### config.mk
export PLATFORM = sky130hd
export DESIGN_NAME = mole_scheduler
export DESIGN_NICKNAME = d
export VERILOG_FILES = /design/src/rtl/game_pkg.sv /design/src/rtl/lfsr16.sv /design/src/rtl/mole_scheduler.sv
export SDC_FILE = /design/constraint.sdc
export NUM_CORES = 1
export LEC_CHECK = 0
export ABC_AREA = 1
export CAP_MARGIN = 20
export CORE_MARGIN = 2
export CORE_UTILIZATION = 28
export CTS_CLUSTER_DIAMETER = 40
export DETAILED_ROUTE_END_ITERATION = 12
export PLACE_DENSITY = 0.49
export SYNTH_ARGS = -nofsm -noshare
export SYNTH_HDL_FRONTEND = slang
export SYNTH_SLANG_ARGS = --single-unit
export TNS_END_PERCENT = 30
### constraint.sdc
create_clock -name clk -period 7.6 [get_ports clk]
set_input_delay 0.76 -clock clk [delete_from_list [all_inputs] [get_ports clk]]
set_output_delay 0.76 -clock clk [all_outputs]
set_load 0.01 [all_outputs]
### src/rtl/game_pkg.sv
// Shared definitions for the whack-a-mole round sequencer.
//   state_t     : round FSM states
//   LFSR_SEED   : value the hole-picking LFSR reloads on reset
//   LFSR_TAPS   : feedback mask for taps 16,14,13,11 (bits 15,13,12,10)
//   win_ticks() : SHOW window length in game ticks for a speed select
package game_pkg;

  typedef enum logic [2:0] {IDLE, PICK, SHOW, GAP, DONE} state_t;

  localparam int          DEF_HOLES = 10;
  localparam logic [15:0] LFSR_SEED = 16'hACE1;
  localparam logic [15:0] LFSR_TAPS = 16'hB400;
  localparam int          WIN_W     = 4;

  // Faster speed selects give shorter windows: 8, 4, 2, 1 ticks.
  function automatic logic [WIN_W-1:0] win_ticks(input logic [1:0] sel);
    case (sel)
      2'd0:    return 4'd8;
      2'd1:    return 4'd4;
      2'd2:    return 4'd2;
      default: return 4'd1;
    endcase
  endfunction

endpackage

### src/rtl/lfsr16.sv
// 16-bit Fibonacci LFSR used to pick the next hole.
//   clk  : system clock
//   rst  : synchronous active-high reset, reloads LFSR_SEED
//   lfsr : current register value; steps every cycle, never zero
module lfsr16
  import game_pkg::*;
(
  input  logic        clk,
  input  logic        rst,
  output logic [15:0] lfsr
);

  always_ff @(posedge clk) begin
    if (rst) lfsr <= LFSR_SEED;
    else     lfsr <= {lfsr[14:0], ^(lfsr & LFSR_TAPS)};
  end

endmodule

### src/rtl/mole_scheduler.sv
// Whack-a-mole round sequencer. Picks a pseudo-random hole each round, lights
// it for a speed-dependent window and judges the switch input as hit or miss.
//   clk, rst    : clock, synchronous active-high reset
//   start       : level; a registered rising edge starts/restarts a game
//   rounds      : rounds per game, latched on the accepted start
//   speed_sel   : window select, sampled in PICK
//   hit_sw      : one-hot qualified hole switches
//   pause       : only with MOLE_PAUSE_EN; freezes SHOW/GAP timing
//   hole_on     : one-hot lit hole, else 0
//   hit_pulse   : 1-cycle pulse on a hit
//   miss_pulse  : 1-cycle pulse on a window timeout
//   round_cnt   : rounds completed in the current game
//   busy, done  : game running / game finished
// Optional macro: MOLE_PAUSE_EN adds the pause input.
module mole_scheduler
  import game_pkg::*;
#(
  parameter int HOLES     = DEF_HOLES,
  parameter int TICK_DIV  = 50000000,
  parameter int GAP_TICKS = 2,
  parameter int RND_W     = 6
) (
  input  logic             clk,
  input  logic             rst,
  input  logic             start,
  input  logic [RND_W-1:0] rounds,
  input  logic [1:0]       speed_sel,
  input  logic [HOLES-1:0] hit_sw,
`ifdef MOLE_PAUSE_EN
  input  logic             pause,
`endif
  output logic [HOLES-1:0] hole_on,
  output logic             hit_pulse,
  output logic             miss_pulse,
  output logic [RND_W-1:0] round_cnt,
  output logic             busy,
  output logic             done
);

  localparam int TCK_W = (TICK_DIV > 1) ? $clog2(TICK_DIV) : 1;
  localparam int IDX_W = (HOLES > 1) ? $clog2(HOLES) : 1;
  localparam int GAP_W = (GAP_TICKS > 0) ? $clog2(GAP_TICKS + 1) : 1;

  state_t             state, state_n;
  logic               start_q, start_rise;
  logic [TCK_W-1:0]   tick_cnt;
  logic               tick_wrap, tick, frz;
  logic [WIN_W-1:0]   win_cnt;
  logic [GAP_W-1:0]   gap_cnt;
  logic [RND_W-1:0]   rounds_lat;
  logic [IDX_W-1:0]   prev_idx, raw_idx, pick_idx;
  logic               prev_vld;
  logic [15:0]        lfsr;
  logic               is_hit, win_end, gap_end, enter_timed;

  lfsr16 u_lfsr (
    .clk  (clk),
    .rst  (rst),
    .lfsr (lfsr)
  );

`ifdef MOLE_PAUSE_EN
  assign frz = pause && (state == SHOW || state == GAP);
`else
  assign frz = 1'b0;
`endif

  assign start_rise = start && !start_q;
  assign tick_wrap  = (tick_cnt == TCK_W'(TICK_DIV - 1));
  assign tick       = tick_wrap && !frz;

  // Never show the same hole twice in a row: bump a repeat to the next hole.
  always_comb begin
    raw_idx  = IDX_W'(lfsr % 16'(HOLES));
    pick_idx = raw_idx;
    if (prev_vld && raw_idx == prev_idx)
      pick_idx = (raw_idx == IDX_W'(HOLES - 1)) ? '0 : raw_idx + 1'b1;
  end

  // Hit is checked before the window timer so a hit on the final tick wins.
  assign is_hit  = (state == SHOW) && !frz && (hit_sw == hole_on);
  assign win_end = (state == SHOW) && tick && (win_cnt == 4'd1);
  assign gap_end = (state == GAP) && !frz && (gap_cnt == GAP_W'(GAP_TICKS)) &&
                   (hit_sw == '0);

  always_ff @(posedge clk) begin
    if (rst) state <= IDLE;
    else     state <= state_n;
  end

  always_comb begin
    state_n = state;
    case (state)
      IDLE, DONE: if (start_rise && rounds != '0) state_n = PICK;
      PICK:       state_n = SHOW;
      SHOW:       if (is_hit || win_end) state_n = GAP;
      GAP:        if (gap_end) state_n = (round_cnt == rounds_lat) ? DONE : PICK;
      default:    state_n = IDLE;
    endcase
  end

  // Windows and gaps always start on a fresh tick boundary.
  assign enter_timed = (state_n != state) && (state_n == SHOW || state_n == GAP);

  always_ff @(posedge clk) begin
    if (rst) begin
      start_q    <= 1'b0;
      tick_cnt   <= '0;
      win_cnt    <= '0;
      gap_cnt    <= '0;
      rounds_lat <= '0;
      round_cnt  <= '0;
      hole_on    <= '0;
      hit_pulse  <= 1'b0;
      miss_pulse <= 1'b0;
      prev_idx   <= '0;
      prev_vld   <= 1'b0;
    end else begin
      start_q    <= start;
      hit_pulse  <= 1'b0;
      miss_pulse <= 1'b0;

      if (enter_timed)  tick_cnt <= '0;
      else if (!frz)    tick_cnt <= tick_wrap ? '0 : tick_cnt + 1'b1;

      case (state)
        IDLE, DONE: begin
          if (state_n == PICK) begin
            rounds_lat <= rounds;
            round_cnt  <= '0;
          end
        end
        PICK: begin
          hole_on  <= HOLES'(1) << pick_idx;
          prev_idx <= pick_idx;
          prev_vld <= 1'b1;
          win_cnt  <= win_ticks(speed_sel);
        end
        SHOW: begin
          if (is_hit) begin
            hit_pulse <= 1'b1;
            hole_on   <= '0;
            gap_cnt   <= '0;
          end else if (tick) begin
            win_cnt <= win_cnt - 1'b1;
            if (win_cnt == 4'd1) begin
              miss_pulse <= 1'b1;
              hole_on    <= '0;
              gap_cnt    <= '0;
            end
          end
        end
        GAP: begin
          // A pulse is only ever high in the first GAP cycle.
          if (hit_pulse || miss_pulse) round_cnt <= round_cnt + 1'b1;
          if (tick && gap_cnt != GAP_W'(GAP_TICKS)) gap_cnt <= gap_cnt + 1'b1;
        end
        default: ;
      endcase
    end
  end

  assign busy = (state == PICK) || (state == SHOW) || (state == GAP);
  assign done = (state == DONE);

endmodule

# ---- Yosys cells after proc, flatten, opt, wreduce, memory -nomap -nowiden
# Cells that the tools add are included.
dict set report word_totals {
  elab_cells 105
  output_inout_bits 20
  inputBits 21
  register_bits 81
}
dict set report classes {
  n_addsub 5
  mux 25
  div_mod_pow 1
  n_eq_ne 25
  shifts 1
  reduce_logical 33
  n_bitwise 2
}
# cell n
set ops {}
lappend ops {{10-bit 2-to-1 mux} 3}
lappend ops {{26-bit by 1-bit adder with 26-bit output, second input constant} 1}
lappend ops {{26-bit equality test, second input constant} 1}
lappend ops {{10-bit one-hot mux with 2 select lines} 1}
lappend ops {{16-bit by 4-bit remainder unit with 16-bit output, second input constant} 1}
lappend ops {{4-bit 2-to-1 mux} 4}
lappend ops {{16-bit parity} 1}
lappend ops {{3-bit by 2-bit equality test with 1-bit output, second input constant} 4}
lappend ops {{3-bit 2-to-1 mux} 4}
lappend ops {{6-bit 2-to-1 mux} 2}
lappend ops {{2-bit != test, second input constant} 6}
lappend ops {{3-bit one-hot mux with 4 select lines} 1}
lappend ops {{4-bit one-hot mux with 3 select lines} 1}
lappend ops {{6-bit one-hot mux with 2 select lines} 1}
lappend ops {{10-bit equality test} 1}
lappend ops {{1-bit logical AND} 10}
lappend ops {{10-bit zero test} 1}
lappend ops {{1-bit by 4-bit << shifter with 10-bit output, first input constant} 1}
lappend ops {{3-bit AND reduction} 3}
lappend ops {{2-bit 2-to-1 mux} 4}
lappend ops {{4-bit one-hot mux with 2 select lines} 1}
lappend ops {{6-bit by 1-bit adder with 6-bit output, second input constant} 1}
lappend ops {{3-bit by 1-bit equality test with 1-bit output, second input constant} 2}
lappend ops {{6-bit equality test} 1}
lappend ops {{25 further kinds} 36}

# ---- Logic depth before layout (Yosys ltp)
dict set report depth {
  depth_word 10
  mapped_depth 79
  mapped_depth_nobuf 78
}

# ---- Modules after synthesis
# A second synthesis with hierarchy kept.
dict set report unflattened {
  hier_cells 740
  hier_area_um2 4937.2
}
# module instances area_each_um2 seq_area_each_um2 cells_each
set by_module_without_submodules {}
lappend by_module_without_submodules {mole_scheduler 1 4434.3 1301.2 681}
lappend by_module_without_submodules {lfsr16 1 503.0 320.3 59}

# ---- Worst setup path before layout
# Ideal clock, no wire load.
dict set report synth_path {
  path_kind {flip-flop to flip-flop}
  startpoint {register u_lfsr.lfsr[12]}
  endpoint {register hole_on[5]}
  n_path_buf 2
  setup_slack_ns 0.698
  setup_ns 0.128
  t_arrival_ns 6.775
  required_time_ns 7.472
  stages_incl_launch_ff 67
  cell_sequence {dfxtp_1 inv_1 ha_1 nor2_1 nand2_1 nand3_1 nand2_1 nand2_2 nand2_2 nand3_1 nand3_2 nand2_4 nand2_2 nand2_2 nand2_2 o211ai_1 nand2_1 nor2_4 [31 not listed] nor2_4 nand3_1 nor2_2 o21ai_1 nor3_4 nand2_2 nand2_2 nand2_4 nand2_1 nand3_2 nor2_4 nand2_2 nand2_1 nand2_1 nand3_1 nor2_1 nor2_1 nor2_1}
}
dict set report synth_between {
  elab_chain_cells 6
}
# element line_no
set synth_rtl {}
lappend synth_rtl {{start: declaration} lfsr16.sv:10} ;# output logic [15:0] lfsr
lappend synth_rtl {{start signal: assignment} lfsr16.sv:15} ;# else lfsr <= {lfsr[14:0], ^(lfsr & LFSR_TAPS)};
lappend synth_rtl {{16-bit by 4-bit remainder unit with 16-bit output (*)} mole_scheduler.sv:74} ;# raw_idx = IDX_W'(lfsr % 16'(HOLES));
lappend synth_rtl {{4-bit by 1-bit adder with 4-bit output, or another cell as far along} mole_scheduler.sv:77} ;# pick_idx = (raw_idx == IDX_W'(HOLES - 1)) ? '0 : raw_idx + 1'b1;
lappend synth_rtl {{4-bit 2-to-1 mux / 1-bit logical AND (equally long branches)} {mole_scheduler.sv:77, mole_scheduler.sv:76}}
lappend synth_rtl {{4-bit 2-to-1 mux (*)} mole_scheduler.sv:76} ;# if (prev_vld && raw_idx == prev_idx)
lappend synth_rtl {{1-bit by 4-bit << shifter with 10-bit output (*)} mole_scheduler.sv:134} ;# hole_on <= HOLES'(1) << pick_idx;
lappend synth_rtl {{10-bit one-hot mux with 2 select lines (*)} mole_scheduler.sv:126} ;# case (state)
lappend synth_rtl {{end signal: assignment} mole_scheduler.sv:134}
lappend synth_rtl {{end: declaration} mole_scheduler.sv:32} ;# output logic [HOLES-1:0] hole_on,
# Mark *: on every way between the ends. The rest lies on a longest branch, timed or not.
# A chain may end at the register's enable or synchronous reset.

# ---- Final worst setup path
dict set report layout_path {
  startpoint {register u_lfsr.lfsr[12]}
  endpoint {register hole_on[9]}
}
# The elaborated chain is that of the path after synthesis.

==> metrics.json <==
{
  "placement": {
    "hpwlAfterDp_um": 12500,
    "gp_routability_congestion": 0.830,
    "numPortBuffers": 40,
    "post_dp_cell_area_um2": 7810
  },
  "floorplanning": {
    "placement_rows": 55,
    "floorplan.initialDensity_pct": 28.5,
    "die_area_um2": 24200,
    "coreArea_um2": 22600,
    "die_width_um": 156,
    "io-pin-count": 41,
    "dieHeight_um": 156
  },
  "finish": {
    "antennaDiodeCount": 0,
    "num-fill-cells": 2330,
    "final_layout_size_suffix_gt1_share_pct": 34.3,
    "final_design_area_no_fill_um2": 9480,
    "flow.area_growth_from_synthesis_pct": 47.2,
    "most-common-layout-cells": "sky130_fd_sc_hd__nand2_1 (207), sky130_fd_sc_hd__buf_4 (127), sky130_fd_sc_hd__inv_1 (116)",
    "finalNetCount": 1247,
    "layout.cells.most_common": "sky130_fd_sc_hd__nand2_1"
  },
  "worst_setup_path": {
    "regToRegSetupSlack_ps": 3,
    "cp_common_cell": "sky130_fd_sc_hd__nand2_2",
    "cp_slowest_stage_delay_ps": 370,
    "path_buf_inv": 3,
    "critPathArrivalTime_ps": 7870,
    "cp-end-kind": "flop",
    "critical_path.reg2reg.startpoint": "u_lfsr.lfsr[12]",
    "critPathRequiredTime_ps": 7870,
    "number_of_cell_instances_on_the_worst_register_to_register_path": 64,
    "timing.critical_path.max_delay_family": "simple AND/OR/NAND/NOR gates",
    "criticalPathCategory": "reg -> reg",
    "r2r_end": "hole_on[9]",
    "start_kind": "flop",
    "maximum_net_fanout_on_the_critical_path": 7,
    "crit_path_top_delay_cell": "sky130_fd_sc_hd__dfxtp_4"
  },
  "sta": {
    "holdWs_ps": 463,
    "tightest_slew_ps": 1180,
    "hold_viol": 0,
    "max-slew-margin-rel_pct": 20.8,
    "finalWorstPathRequiredPeriod_ps": 7600,
    "rsz0062_at_grt": "yes",
    "final.setup_skew_ps": 7.21,
    "slew_violations": 0,
    "totalNegativeSetupSlack_ps": 0,
    "max_freq_mhz": 132,
    "final.period_utilization_pct": 100,
    "setup_violations_final": 0
  },
  "routing": {
    "drt-initial-drc-count": 168,
    "vias_per_cell": 4.60,
    "routed-via-count": 6939,
    "totalWireLength_um": 17600,
    "met1_length_um": 8360,
    "met2_length_um": 8790,
    "firstDrtPassIters": 4,
    "post_drt_wl_per_cell_um": 11.7,
    "route.detailed.drc": 0,
    "ant_nets": 0,
    "dr.max_layer_used": "met4",
    "met3RoutedLength_um": 272
  },
  "yosys": {
    "synthesis.area_per_instance_um2": 6.19,
    "ys_types": 46,
    "syn_nets": 1067,
    "synth_edf_count": 0,
    "synth-async-reset-ratio_pct": 0,
    "seq_area_frac_synth_pct": 25.2,
    "synth.cell_area_um2": 6440,
    "synth_cells": 1039,
    "yosys_warnings": 0,
    "dominantRegCellSynth": "sky130_fd_sc_hd__dfxtp_1",
    "ys_ff_latch": 81
  },
  "clocking": {
    "clkSinkCount": 81,
    "clock_tree.root_cell": "sky130_fd_sc_hd__clkbuf_16",
    "cts_tree": "yes",
    "insertion_delay_ps": 340,
    "htree_levels": 3,
    "clk_pin_slew_worst_paths_ps": 60,
    "number_of_hold_repair_buffers_added_at_the_cts_stage": 0,
    "cts_buffers": 9,
    "cts_max_path_buffers": 2
  },
  "global_routing": {
    "grtUsageTotal_pct": 14.2,
    "globalRoute.totalOverflow": 0,
    "largest_net_degree_at_the_start_of_global_routing": 35,
    "grt_antenna_before_repair": 0,
    "grt_first_pass_wirelength_um": 29400,
    "first_global_vias": 6621
  },
  "worst_hold_path": {
    "worst_hold_path.endpoint": "tick_cnt[0]",
    "hold_path_depth": 1,
    "worst_hold_launch": "tick_cnt[0]",
    "hold_class": "reg -> reg"
  },
  "outcome": {
    "run_status": "finished, final reports clean"
  },
  "flow_run": {
    "drv.max_cap_violation_count": 0
  }
}
==> worst max-delay path by stage <==
| stage | start | to | slack, ps | depth (start not counted) |
|---|---|---|---|---|
| 6_report | u_lfsr.lfsr[12] | hole_on[9] | 3 | 64 |
| 5_1_grt | u_lfsr.lfsr[12] | hole_on[1] | -620 | 62 |
| 4_1_cts | u_lfsr.lfsr[12] | hole_on[7] | 10 | 68 |
| 3_5_place_dp | u_lfsr.lfsr[12] | hole_on[7] | -400 | 65 |
| 3_3_place_gp | u_lfsr.lfsr[12] | hole_on[9] | -330 | 65 |
| 2_1_floorplan | u_lfsr.lfsr[12] | hole_on[5] | 700 | 66 |
==> through the flow <==
step / setup slack (ps) / util (%) / std cells
6_report: 3.38 / 42.0 / 1508
3_3_place_gp: -332 / 34.6 / 1442
3_5_place_dp: -395 / 34.6 / 1442
2_1_floorplan: 698 / - / 1039
5_1_grt: -622 / 42.0 / 1508
4_1_cts: 14.3 / 38.5 / 1486
==> layer usage <==
| metal | GRT usage (%) | vias up |
|---|---|---|
| li1 | - | 3727 |
| met3 | 1.64 | 18 |
| met1 | 18.7 | 3141 |
| met5 | 0 | - |
| met2 | 24.7 | 53 |
| met4 | 3.98 | 0 |
==> kinds of logic after synthesis <==
| kind of cell | share of synthesized area (%) |
|---|---|
| and+or+nand+nor | 50.3 |
| buffers and inverters | 10.1 |
| AOI/OAI and AO/OA | 8.28 |
| DFF | 25.2 |
| xor gates and xnor gates | 4.76 |
| adders and majority gates | 1.36 |
==> registers in the layout (all words and copies together), names as in the netlist <==
register	cells
u_lfsr.lfsr	16
prev_idx	4
miss_pulse	1
hole_on	10
win_cnt	4
round_cnt	6
rounds_lat	6
prev_vld	1
state	3
start_q	1
tick_cnt	26
hit_pulse	1
gap_cnt	2
==> Yosys cell counts (7+ instances only) <==
cell type / count / area, µm²
sky130_fd_sc_hd__a21oi_1: 36 / 180
sky130_fd_sc_hd__clkbuf_1: 9 / 33.8
sky130_fd_sc_hd__dfxtp_1: 81 / 1620
sky130_fd_sc_hd__ha_1: 7 / 87.6
sky130_fd_sc_hd__inv_1: 121 / 454
sky130_fd_sc_hd__inv_2: 26 / 97.6
sky130_fd_sc_hd__nand2_1: 278 / 1040
sky130_fd_sc_hd__nand2_2: 30 / 188
sky130_fd_sc_hd__nand2_4: 10 / 113
sky130_fd_sc_hd__nand3_1: 114 / 571
sky130_fd_sc_hd__nand3_2: 19 / 190
sky130_fd_sc_hd__nand4_1: 30 / 188
sky130_fd_sc_hd__nor2_1: 111 / 417
sky130_fd_sc_hd__nor2_4: 11 / 124
sky130_fd_sc_hd__nor3_1: 15 / 75.1
sky130_fd_sc_hd__nor3b_1: 10 / 75.1
sky130_fd_sc_hd__nor4_1: 10 / 62.6
sky130_fd_sc_hd__o21ai_0: 20 / 100
sky130_fd_sc_hd__o21ai_1: 7 / 35.0
sky130_fd_sc_hd__xnor2_1: 13 / 114
sky130_fd_sc_hd__xor2_1: 22 / 193
==> worst register-to-register path, delay by kind of cell (launching register included) <==
| kind | cells | cell delay [ps] |
|---|---|---|
| AOI/OAI and AO/OA | 3 | 550 |
| buffers and inverters | 3 | 350 |
| and+or+nand+nor | 57 | 6160 |
| adders and majority gates | 1 | 130 |
| DFF | 1 | 370 |
==> repair_timing <==
item / 4_1_cts / 5_1_grt
endpoints found under the hold margin: 0 / 0
resized for setup: 92 / 155
pin swaps: 62 / 80
gates cloned: 5 / 0
setup endpoints to repair: 14 / 14
setup buffers: 24 / 22
==> cell type report <==
cell class	instances	area [µm²]	area share (%)
multi-input cells	798	5140	54.2
flip-flops and latches	81	1630	17.2
repair buffers	177	1480	15.6
inverters	152	588	6.21
well taps	285	357	3.76
clock buffers	12	267	2.81
clock inverters	3	23.8	0.251
Power is not shown: default switching activity piles up to over one toggle a cycle in this logic, so the estimate is an artifact.
